<file path="src/rtl/multicycle_ctrl.sv">
// multicycle_ctrl: multi-cycle control FSM for an RV32-subset datapath.
// Latches the fetched instruction, decodes it, steps the datapath control lines one phase
// per cycle, counts retired instructions and parks in TRAP on anything it cannot execute.
module multicycle_ctrl #(
  parameter int unsigned CNT_W = 16
) (
  input  logic             clk,
  input  logic             rst,
  input  logic [31:0]      instr,
  input  logic [4:0]       status,
  output logic             pc_en,
  output logic             pcsrc,
  output logic             alusrc,
  output logic [3:0]       aluop,
  output logic             memrw,
  output logic             wb,
  output logic             regrw,
  output logic [1:0]       immgen_ctrl,
  output logic [2:0]       state,
  output logic             trap,
  output logic [CNT_W-1:0] retired
);

  typedef enum logic [2:0] {
    StFetch  = 3'b000,
    StDecode = 3'b001,
    StExec   = 3'b010,
    StMem    = 3'b011,
    StWb     = 3'b100,
    StTrap   = 3'b111
  } state_e;

  localparam logic [6:0] OpR     = 7'b0110011;
  localparam logic [6:0] OpI     = 7'b0010011;
  localparam logic [6:0] OpLoad  = 7'b0000011;
  localparam logic [6:0] OpStore = 7'b0100011;
  localparam logic [6:0] OpBr    = 7'b1100011;

  localparam logic [3:0] AluAdd = 4'b0000;
  localparam logic [3:0] AluSub = 4'b0001;
  localparam logic [3:0] AluAnd = 4'b0010;
  localparam logic [3:0] AluOr  = 4'b0011;
  localparam logic [3:0] AluXor = 4'b0100;
  localparam logic [3:0] AluSll = 4'b0101;
  localparam logic [3:0] AluSrl = 4'b0110;
  localparam logic [3:0] AluSra = 4'b0111;
  localparam logic [3:0] AluSlt = 4'b1000;

  localparam logic [1:0] ImmNone = 2'b00;
  localparam logic [1:0] ImmI    = 2'b01;
  localparam logic [1:0] ImmS    = 2'b10;
  localparam logic [1:0] ImmB    = 2'b11;

  state_e           state_q, state_d;
  logic [31:0]      ir_q;
  logic [CNT_W-1:0] retired_q;

  // Instruction fields of the latched word.
  logic [6:0] opcode;
  logic [2:0] funct3;
  logic       funct7_b5;

  assign opcode    = ir_q[6:0];
  assign funct3    = ir_q[14:12];
  assign funct7_b5 = ir_q[30];

  // Register numbers and most immediate bits belong to the datapath, not to control.
  logic unused_bits;
  assign unused_bits = ^{ir_q[31], ir_q[29:15], ir_q[11:7], instr[31], status[4], status[0]};

  logic is_r, is_i, is_lw, is_sw, is_b, is_legal;

  assign is_r     = (opcode == OpR);
  assign is_i     = (opcode == OpI);
  assign is_lw    = (opcode == OpLoad) && (funct3 == 3'b010);
  assign is_sw    = (opcode == OpStore) && (funct3 == 3'b010);
  assign is_b     = (opcode == OpBr);
  assign is_legal = is_r | is_i | is_lw | is_sw | is_b;

  logic [3:0] alu_func;
  logic       alu_ok;

  // ALU function for register/immediate arithmetic; funct3 011 has no operation here.
  always_comb begin
    alu_func = AluAdd;
    alu_ok   = 1'b1;
    case (funct3)
      3'b000: alu_func = (is_r && funct7_b5) ? AluSub : AluAdd;
      3'b001: alu_func = AluSll;
      3'b010: alu_func = AluSlt;
      3'b011: alu_ok   = 1'b0;
      3'b100: alu_func = AluXor;
      3'b101: alu_func = funct7_b5 ? AluSra : AluSrl;
      3'b110: alu_func = AluOr;
      3'b111: alu_func = AluAnd;
      default: alu_ok  = 1'b0;
    endcase
  end

  logic br_taken;
  logic br_ok;

  // Branch condition from the live flags (Z, N, V); only the four supported compares are ok.
  always_comb begin
    br_taken = 1'b0;
    br_ok    = 1'b1;
    case (funct3)
      3'b000:  br_taken = status[3];
      3'b001:  br_taken = ~status[3];
      3'b100:  br_taken = status[2] ^ status[1];
      3'b101:  br_taken = ~(status[2] ^ status[1]);
      default: br_ok    = 1'b0;
    endcase
  end

  logic exec_ok;
  assign exec_ok = ((is_r | is_i) & alu_ok) | is_lw | is_sw | (is_b & br_ok);

  logic       ctl_alusrc;
  logic [3:0] ctl_aluop;
  logic [1:0] ctl_imm;

  // Operand, ALU and immediate selection; all zero for an instruction that is about to trap.
  always_comb begin
    ctl_alusrc = 1'b0;
    ctl_aluop  = AluAdd;
    ctl_imm    = ImmNone;
    if (exec_ok) begin
      if (is_r) begin
        ctl_aluop = alu_func;
      end else if (is_i) begin
        ctl_alusrc = 1'b1;
        ctl_imm    = ImmI;
        ctl_aluop  = alu_func;
      end else if (is_lw) begin
        ctl_alusrc = 1'b1;
        ctl_imm    = ImmI;
      end else if (is_sw) begin
        ctl_alusrc = 1'b1;
        ctl_imm    = ImmS;
      end else begin
        ctl_aluop = AluSub;
        ctl_imm   = ImmB;
      end
    end
  end

  logic pc_en_c, memrw_c, regrw_c;

  // Next-state and per-phase control outputs, decoded from state_q and ir_q only.
  always_comb begin
    state_d     = state_q;
    pc_en_c     = 1'b0;
    memrw_c     = 1'b0;
    regrw_c     = 1'b0;
    pcsrc       = 1'b0;
    alusrc      = 1'b0;
    aluop       = AluAdd;
    wb          = 1'b0;
    immgen_ctrl = ImmNone;
    trap        = 1'b0;
    unique case (state_q)
      StFetch: begin
        state_d = StDecode;
      end
      StDecode: begin
        state_d = is_legal ? StExec : StTrap;
      end
      StExec: begin
        alusrc      = ctl_alusrc;
        aluop       = ctl_aluop;
        immgen_ctrl = ctl_imm;
        if (!exec_ok) begin
          state_d = StTrap;
        end else if (is_b) begin
          pc_en_c = 1'b1;
          pcsrc   = br_taken;
          state_d = StFetch;
        end else if (is_lw || is_sw) begin
          state_d = StMem;
        end else begin
          state_d = StWb;
        end
      end
      StMem: begin
        alusrc      = ctl_alusrc;
        aluop       = ctl_aluop;
        immgen_ctrl = ctl_imm;
        if (is_sw) begin
          memrw_c = 1'b1;
          pc_en_c = 1'b1;
          state_d = StFetch;
        end else begin
          state_d = StWb;
        end
      end
      StWb: begin
        alusrc      = ctl_alusrc;
        aluop       = ctl_aluop;
        immgen_ctrl = ctl_imm;
        regrw_c     = 1'b1;
        pc_en_c     = 1'b1;
        wb          = ~is_lw;
        state_d     = StFetch;
      end
      StTrap: begin
        trap = 1'b1;
      end
      default: begin
        state_d = StFetch;
      end
    endcase
  end

  // Write enables are suppressed while reset is asserted so an interrupted instruction
  // cannot commit anything on its way back to FETCH.
  assign pc_en   = pc_en_c & ~rst;
  assign memrw   = memrw_c & ~rst;
  assign regrw   = regrw_c & ~rst;
  assign state   = state_q;
  assign retired = retired_q;

  // State, instruction register and retire counter; synchronous active-high reset.
  always_ff @(posedge clk) begin
    if (rst) begin
      state_q   <= StFetch;
      ir_q      <= '0;
      retired_q <= '0;
    end else begin
      state_q <= state_d;
      if (state_q == StFetch) begin
        ir_q <= instr;
      end
      if (pc_en_c) begin
        retired_q <= retired_q + CNT_W'(1);
      end
    end
  end

endmodule

</file>
<file path="config.mk">
export PLATFORM = sky130hd
export DESIGN_NAME = multicycle_ctrl
export DESIGN_NICKNAME = d
export VERILOG_FILES = /design/src/rtl/multicycle_ctrl.sv
export SDC_FILE = /design/constraint.sdc
export NUM_CORES = 1
export LEC_CHECK = 0
export ABC_AREA = 1
export BUFFER_PORTS_ARGS = -buffer_cell sky130_fd_sc_hd__buf_4
export CAP_MARGIN = 10
export CORE_AREA = 2 2 55 77
export DETAILED_ROUTE_END_ITERATION = 7
export DIE_AREA = 0 0 57 79
export PLACE_DENSITY_LB_ADDON = 0.15
export SLEW_MARGIN = 20
export SYNTH_ARGS = -nofsm -noshare
export SYNTH_HDL_FRONTEND = slang
export SYNTH_SLANG_ARGS = --single-unit
</file>
<file path="constraint.sdc">
create_clock -name clk -period 3.2 [get_ports clk]
set_clock_uncertainty 0.1 [all_clocks]
set_input_delay 0.16 -clock clk [delete_from_list [all_inputs] [get_ports clk]]
set_output_delay 0.16 -clock clk [all_outputs]
set_load 0.05 [all_outputs]
</file>
# Yosys cells after proc, flatten, opt, wreduce, memory -nomap -nowiden
# Cells that the tools add are included.
dict set report totals {
  input_bits 39
  latchBits 0
  mem_bits_rw 0
  rom_bits 0
  register_bits 50
  output_inout_bits 32
  elab_cells 86
  memories 0
}
dict set report op_classes {
  n_reduce_logical 8
  magnitude_cmp 0
  addsub 1
  eq_ne 17
  multipliers 0
  n_div 0
  n_shift 0
  bitwise 17
  muxes 40
}
# operator count
set ops {}
lappend ops {{$pmux W4 S7} 1}
lappend ops {{$mux W1} 22}
lappend ops {{$eq A3 B3 Y1 const B} 6}
lappend ops {{$add A16 B1 Y16 const B} 1}
lappend ops {{$mux W4} 4}
lappend ops {{$mux W3} 5}
lappend ops {{$pmux W3 S5} 1}
lappend ops {{$eq A7 B6 Y1 const B} 2}
lappend ops {{$eq A3 B2 Y1 const B} 4}
lappend ops {{$mux W2} 5}
lappend ops {{$eq A7 B2 Y1 const B} 1}
lappend ops {{$eq A7 B5 Y1 const B} 1}
lappend ops {{$eq A7 B7 Y1 const B} 1}
lappend ops {{$or A1 B1 Y1} 7}
lappend ops {{$eq A3 B1 Y1 const B} 2}
lappend ops {{$logic_not A3 Y1} 2}
lappend ops {{$and A1 B1 Y1} 5}
lappend ops {{$not A1 Y1} 4}
lappend ops {{$pmux W1 S4} 1}
lappend ops {{$reduce_or A4 Y1} 1}
lappend ops {{$logic_and A1 B1 Y1} 3}
lappend ops {{$pmux W1 S3} 1}
lappend ops {{$reduce_or A3 Y1} 1}
lappend ops {{$logic_or A1 B1 Y1} 1}
lappend ops {{$xor A1 B1 Y1} 1}

# Logic depth before layout (Yosys ltp)
# Gate-level depths: netlist (run 1).
dict set report depth {
  ltp_word 9
  mapped_depth 9
}

# Worst setup path before layout (run 1)
# OpenSTA, ideal clock, no wires.
dict set report synth_path {
  path_kind {register to output}
  from {register state_q[2], in the netlist state[2]}
  to {output port aluop[1]}
  stages_incl_launch_ff 5
  path_slack_ns 0.373
  arrival_time_ns 2.567
  path_cell_list {dfxtp_1 nor2_1 inv_1 o21ai_0 nor4_1}
}
dict set report synth_between {
  elab_chain_cells 3
}
# item line_no
set synth_lines {}
lappend synth_lines {{from (decl)} 54} ;# state_e state_q, state_d;
lappend synth_lines {{from (signal assigned)} 226} ;# state_q <= StFetch;
lappend synth_lines {{from (signal assigned)} 230} ;# state_q <= state_d;
lappend synth_lines {{$eq A3 B2 Y1 / $eq A3 B3 Y1 (equally long branches)} 162} ;# unique case (state_q)
lappend synth_lines {{$reduce_or A3 Y1 (no line) *} -}
lappend synth_lines {{$mux W4 *} 162}
lappend synth_lines {{to (decl)} 14} ;# output logic [3:0] aluop,
# Mark *: on every way between the ends. The rest lies on a longest branch, timed or not.

# Worst setup path in the final report (run 1)
dict set report layout_path {
  from {register ir_q[6]}
  to {output port pc_en}
}
dict set report layout_between {
  elab_chain_cells 9
}
# item line_no
set layout_lines {}
lappend layout_lines {{from (decl)} 55} ;# logic [31:0] ir_q;
lappend layout_lines {{from (signal assigned)} 232} ;# ir_q <= instr;
lappend layout_lines {{$eq A7 B6 Y1 / $eq A7 B5 Y1 (equally long branches)} {73, 74}}
lappend layout_lines {{$or A1 B1 Y1} 117} ;# assign exec_ok = ((is_r | is_i) & alu_ok) | is_lw | is_sw | (is_b & br_ok);
lappend layout_lines {{$and A1 B1 Y1} 117}
lappend layout_lines {{$or A1 B1 Y1 (3 in series)} 117}
lappend layout_lines {{$mux W1} 173} ;# if (!exec_ok) begin
lappend layout_lines {{$pmux W1 S3 *} 162}
lappend layout_lines {{$and A1 B1 Y1 *} 217} ;# assign pc_en = pc_en_c & ~rst;
lappend layout_lines {{to (decl)} 11} ;# output logic pc_en,
# Marks and branches as above.

==> metrics.cfg, run 1 <==
[status]
status=finished clean

[sta]
hold_viol=0
finalSetupTns_ns=0
min_period_over_period_pct=68.7
setup_viol_count_final=0
rsz0062_at_grt=no
tightest_slew_ns=0.549
slew_headroom_pct=63.0
report.final.slew_viol_count=0
finalCriticalPeriod_ns=2.20
clock.fmax_ghz=0.455
fin_hold_ws_ns=0.00329

[route]
vias=2034
ant_nets=0
viasPerCell=5.42
drt_pre_antenna_iters=4
routedWlPerCell_um=12.7
drtIter0Drc=76
wirelength_mm=4.75
drc=0

[clock_network]
cts_made_buffers=5
ctsResizeCount=0
clkTransAtPathRegs_ns=0.06
cts_sinks=30
clockBufferDepth=2
htreeDepth=2
ctsRootBufferMaster=clkbuf_8
holdBufCountCts=0
post-cts-setup-buffer-count=0
clk_latency_ns=0.28
cts_tree=yes

[setup_path]
crit_required_ns=2.94
rr_endpoint=retired[0]
crit_fanout=18
path_class=register to output pin
endpoint_kind=output pin
r2r-start=ir_q[6]
rr_worst_depth=7
startpoint_type=register
r2r_setup_slack_ns=1.47
arrival_ns=1.94

[pwr]
power.internal_mw=0.828
sw_frac_of_total_pct=47.6
pwr-share-clk_pct=18.1
power.density_nw_per_um2=666
p_sw_mw=0.753
comb_power_share_pct=45.3
total_power_mw=1.58
seq_power_share_pct=36.6
p_leak_nw=0.992
peakVddDrop_v=0.000560

[die]
die_h_um=79
die_area_um2=4500
die_width_um=57
io_pins=71
rows=27
initial_core_util_pct=50.2
core_area_um2=3850

[logic_synthesis]
yosys.area.top_type=dfxtp_1
syn-cell-area_um2=1930
ys_ff_latch=30
synth_top_area_share_pct=31.0
synth_seq_area_share_pct=31.0
ys_top_cells_by_area=dfxtp_1, nand2_1, nor2_1
ys_types=29
synth_nets=325
synth.avg_cell_area_um2=6.79
ys_warn_count=0
syn-instance-count=285

[grt]
grt_max_degree=20
grt_overflow=0
antenna_found_initial=0
grt_pass1_vias=1802
grt_pass1_wl_mm=7.73
grt_usage_pct=21.8

[cells_and_area]
antenna_cells=0
nets=372
instances_no_fill=375
synthToLayoutAreaGrowth_pct=22.7
drive_gt1_share_pct=25.3
finalCoreUtilization_pct=61.6
nFillCells=390

[placed_design]
dp_hpwl_mm=3.59
io_buffers=47
placed_cells=368
gp_congestion=0.902

[min_path]
min_path_cells=3
hp-start=instr[30]
hold_path_end=ir_q[30]
hold_class=input pin to register

[run]
cap_violations=0

[synthesized netlist by cell type]
cell,instances
clkbuf_1,3
inv_1,22
nor2_4,1
a21oi_2,8
buf_2,4
nor4_1,2
nor2_2,3
nand4_1,18
o21bai_1,1
and2_1,1
o21ai_0,14
ha_1,1
nand3_1,20
nand3_4,4
nand2_1,55
inv_2,5
buf_12,1
or2_2,1
xor2_1,8
a31oi_1,2
nand2_2,8
nand3b_1,5
dfxtp_1,30
a21oi_1,17
nor3_1,2
o21ai_1,1
nor3_2,1
xnor2_1,4
nor2_1,43
[flip-flops by register name (all words and copies together) (netlist names)]
register,cells
ir_q,11
retired,16
state,3
[per-layer routing]
layer / global-route usage [%] / up-vias / share of wire (%)
met1: 23.1 / 903 / 36
met5: 0 / - / 0
met4: 9.07 / 0 / 2.7
met2: 40.8 / 76 / 55
li1: - / 1043 / -
met3: 4.40 / 12 / 6.2
[area by class of cell]
| class | count | area, um^2 | area share (%) |
|---|---|---|---|
| multi-input combinational | 220 | 1180 | 49.8 |
| inverter | 27 | 101 | 4.27 |
| sequential | 30 | 601 | 25.3 |
| timing repair buffer | 48 | 360 | 15.2 |
| clock buffer | 7 | 76.3 | 3.22 |
| tap | 43 | 53.8 | 2.27 |
[cells in the final DEF (no fill, tap or decap), types with 5 or more instances in the layout]
cell type and count:
nand4_1 18, nor2_1 43, buf_4 48, nand3_1 20, inv_2 5, a21oi_2 8, dfxtp_1 30, o21ai_0 14
a21oi_1 17, nand3b_1 5, nand2_2 8, xor2_1 8, inv_1 22, clkbuf_8 5, nand2_1 55
[worst max-delay path, stage by stage (launching register included)]
cell	delay [ns]
dfxtp_1	0.43
nand3_1	0.15
nor2_2	0.20
nand3_4	0.23
nand3_4	0.32
nand2_1	0.08
inv_1	0.06
buf_4	0.18
[power by group through the flow]
stage	clock, mW	combinational [mW]	sequential, mW
finish	0.286	0.716	0.579
global route	0.308	0.802	0.591
CTS	0.291	0.722	0.575
detailed placement	0	0.718	0.580
global placement	0	0.708	0.575
floorplan	0	0.497	0.637
[metrics by stage]
step           worst slack (ns)  instance area, um^2
2_1_floorplan             0.373                 1930
3_5_place_dp               1.31                 2300
5_1_grt                   0.869                 2370
4_1_cts                    1.01                 2370
6_report                   1.00                 2370
3_3_place_gp               1.33                 2300
[worst max path at each step]
stage | slack, ns | cells past startpoint | from | end
2_1_floorplan | 0.37 | 4 | state[2] | aluop[1]
3_3_place_gp | 1.33 | 9 | ir_q[0] | pc_en
3_5_place_dp | 1.31 | 9 | ir_q[1] | pc_en
4_1_cts | 1.01 | 9 | ir_q[1] | pc_en
5_1_grt | 0.87 | 7 | ir_q[6] | pc_en
6_report | 1.00 | 7 | ir_q[6] | pc_en
[cells by family after synthesis]
kind of cell    after synthesis  share of synthesized area (%)
compound gates               43                           12.9
xor+xnor                     12                           5.43
fa+ha+maj                     1                          0.647
buf+inv                      35                           7.89
flops                        30                           31.0
simple gates                164                           42.0
(Power assumes the default switching activity.)
==> inputs of run 2 (changes only) <==
--- a/config.mk
+++ b/config.mk
@@ -8,9 +8,9 @@
 export ABC_AREA = 1
 export BUFFER_PORTS_ARGS = -buffer_cell sky130_fd_sc_hd__buf_4
 export CAP_MARGIN = 10
-export CORE_AREA = 2 2 55 77
+export CORE_AREA = 2 2 59 83
 export DETAILED_ROUTE_END_ITERATION = 7
-export DIE_AREA = 0 0 57 79
+export DIE_AREA = 0 0 61 85
 export PLACE_DENSITY_LB_ADDON = 0.15
 export SLEW_MARGIN = 20
 export SYNTH_ARGS = -nofsm -noshare
==> constraint.sdc (replaced) <==
create_clock -name clk -period 1.9 [get_ports clk]
set_clock_uncertainty 0.1 [all_clocks]
set_input_delay 0.095 -clock clk [delete_from_list [all_inputs] [get_ports clk]]
set_output_delay 0.095 -clock clk [all_outputs]
set_load 0.05 [all_outputs]
==> metrics.cfg, run 2 (synthesized netlist as in run 1, its figures left out) <==
[pwr]
peakVddDrop_v=0.000755
total_power_mw=3.10
p_leak_nw=1.14
power.density_nw_per_um2=1090

[route]
ant_nets=0
vias=2140
drtIter0Drc=135
viasPerCell=5.12
drc=0
wirelength_mm=5.34
routedWlPerCell_um=12.8
drt_pre_antenna_iters=4

[setup_path]
endpoint_kind=output pin
arrival_ns=1.66
crit_top_cell=nand2_1
crit_fanout=4
cpMaxStageDelayCell=dfxtp_1
path_delay_family=buffers and inverters
startpoint_type=register
critPathMaxStageDelay_ns=0.37
path_cells=inv_2, nand2_1, nor2_2, o21ai_2, buf_4, nand2_1, a21oi_2, buf_6
crit_required_ns=1.70
path_class=register to output pin
path_buf_inv=3
r2r_setup_slack_ns=0.26

[cells_and_area]
nFillCells=444
largest_register_ffs=16
synthToLayoutAreaGrowth_pct=46.8
design_area_um2=2840
antenna_cells=0
finalCoreUtilization_pct=63.6
instances_no_fill=418
drive_gt1_share_pct=39.9
final_common_cell=buf_4
layout_common_cells=buf_4, nand2_1, nor2_1
nets=395

[placed_design]
gp_congestion=0.892
dpl_cell_area_um2=2510
dpl_worst_slack_ns=0.180
io_buffers=47
dp_hpwl_mm=3.85
placed_cells=398

[die]
core_area_um2=4460
rows=29
initial_core_util_pct=43.3
die_h_um=85
die_area_um2=5190
die_width_um=61
io_pins=71

[grt]
grt_usage_pct=21.9
grt_overflow=0
grt_pass1_wl_mm=8.66
antenna_found_initial=0
grt_pass1_vias=1961
grt_max_degree=20

[sta]
min_period_over_period_pct=97.6
setup_viol_count_final=0
finalCriticalPeriod_ns=1.85
report.final.slew_viol_count=0
tightest_slew_ns=0.411
fin_hold_ws_ns=0.00123
finalSetupTns_ns=0
clock.fmax_ghz=0.539
setup_ws_ns=0.0455
hold_viol=0
slew_headroom_pct=72.6

[clock_network]
clk_latency_ns=0.29
clockBufferDepth=2
ctsRootBufferMaster=clkbuf_8
htreeDepth=2
cts_made_buffers=5
cts_tree=yes
clkTransAtPathRegs_ns=0.06
cts_sinks=30

[min_path]
hold_class=input pin to register

[run]
cap_violations=0

[status]
status=finished clean

-- run 2: cell count changes in the layout (fill, tap and decap cells not counted), moves of 4 or more --
| cell | previous run | this run |
|---|---|---|
| dfxtp_1 | 30 | 21 |
| nor2_1 | 43 | 32 |
| nor2_2 | 3 | 10 |
| nand2_2 | 8 | 12 |
| nand3_1 | 20 | 16 |
| buf_6 | 0 | 5 |
| dlygate4sd3_1 | 0 | 7 |
| inv_1 | 22 | 18 |
| nor2_4 | 1 | 5 |
| nand2_1 | 55 | 50 |
| buf_4 | 48 | 56 |
| dfxtp_2 | 0 | 9 |
-- run 2: final timing paths --
path | start | endpoint | cells after the start
worst max register to register | retired[1] | retired[12] | 7
worst max-delay path | ir_q[4] | aluop[0] | 8
worst min-delay path | instr[6] | ir_q[6] | 3
worst min register to register | ir_q[3] | ir_q[3] | 2
-- run 2: area by class of cell --
cell class / count / area, um^2 / area share (%)
tap: 62 / 77.6 / 2.73
timing repair buffer: 71 / 597 / 21.0
multi-input combinational: 220 / 1360 / 47.8
inverter: 27 / 104 / 3.66
clock buffer: 7 / 86.3 / 3.04
clock inverter: 1 / 5.00 / 0.176
sequential: 30 / 612 / 21.6
-- run 2: report_power, final --
part | total (mW) | internal [mW] | switching [mW] | leakage, nW
clock | 0.539 | 0.292 | 0.247 | 0.0482
sequential | 1.00 | 0.810 | 0.194 | 0.248
combinational | 1.56 | 0.523 | 1.03 | 0.844
-- run 2: worst min-delay path, cell delays in order --
cell	delay, ns
buf_4	0.07
o21ai_0	0.07
a21oi_1	0.10
-- run 2: layer usage --
metal  vias to the layer above  routed length, um  GRT usage, %
li1                       1089                  -             -
met1                       992               1910          21.5
met2                        45               3120          42.2
met3                        14                165          4.73
met4                         0                142          7.71
met5                         -                  0             0
-- run 2: timing repair --
item,in CTS,in global routing
pin swaps,0,2
cloned,0,0
gates resized for setup,5,38
hold buffers,7,0
setup endpoints to repair,6,10
buffers inserted,3,2
endpoints found under the hold margin,7,0
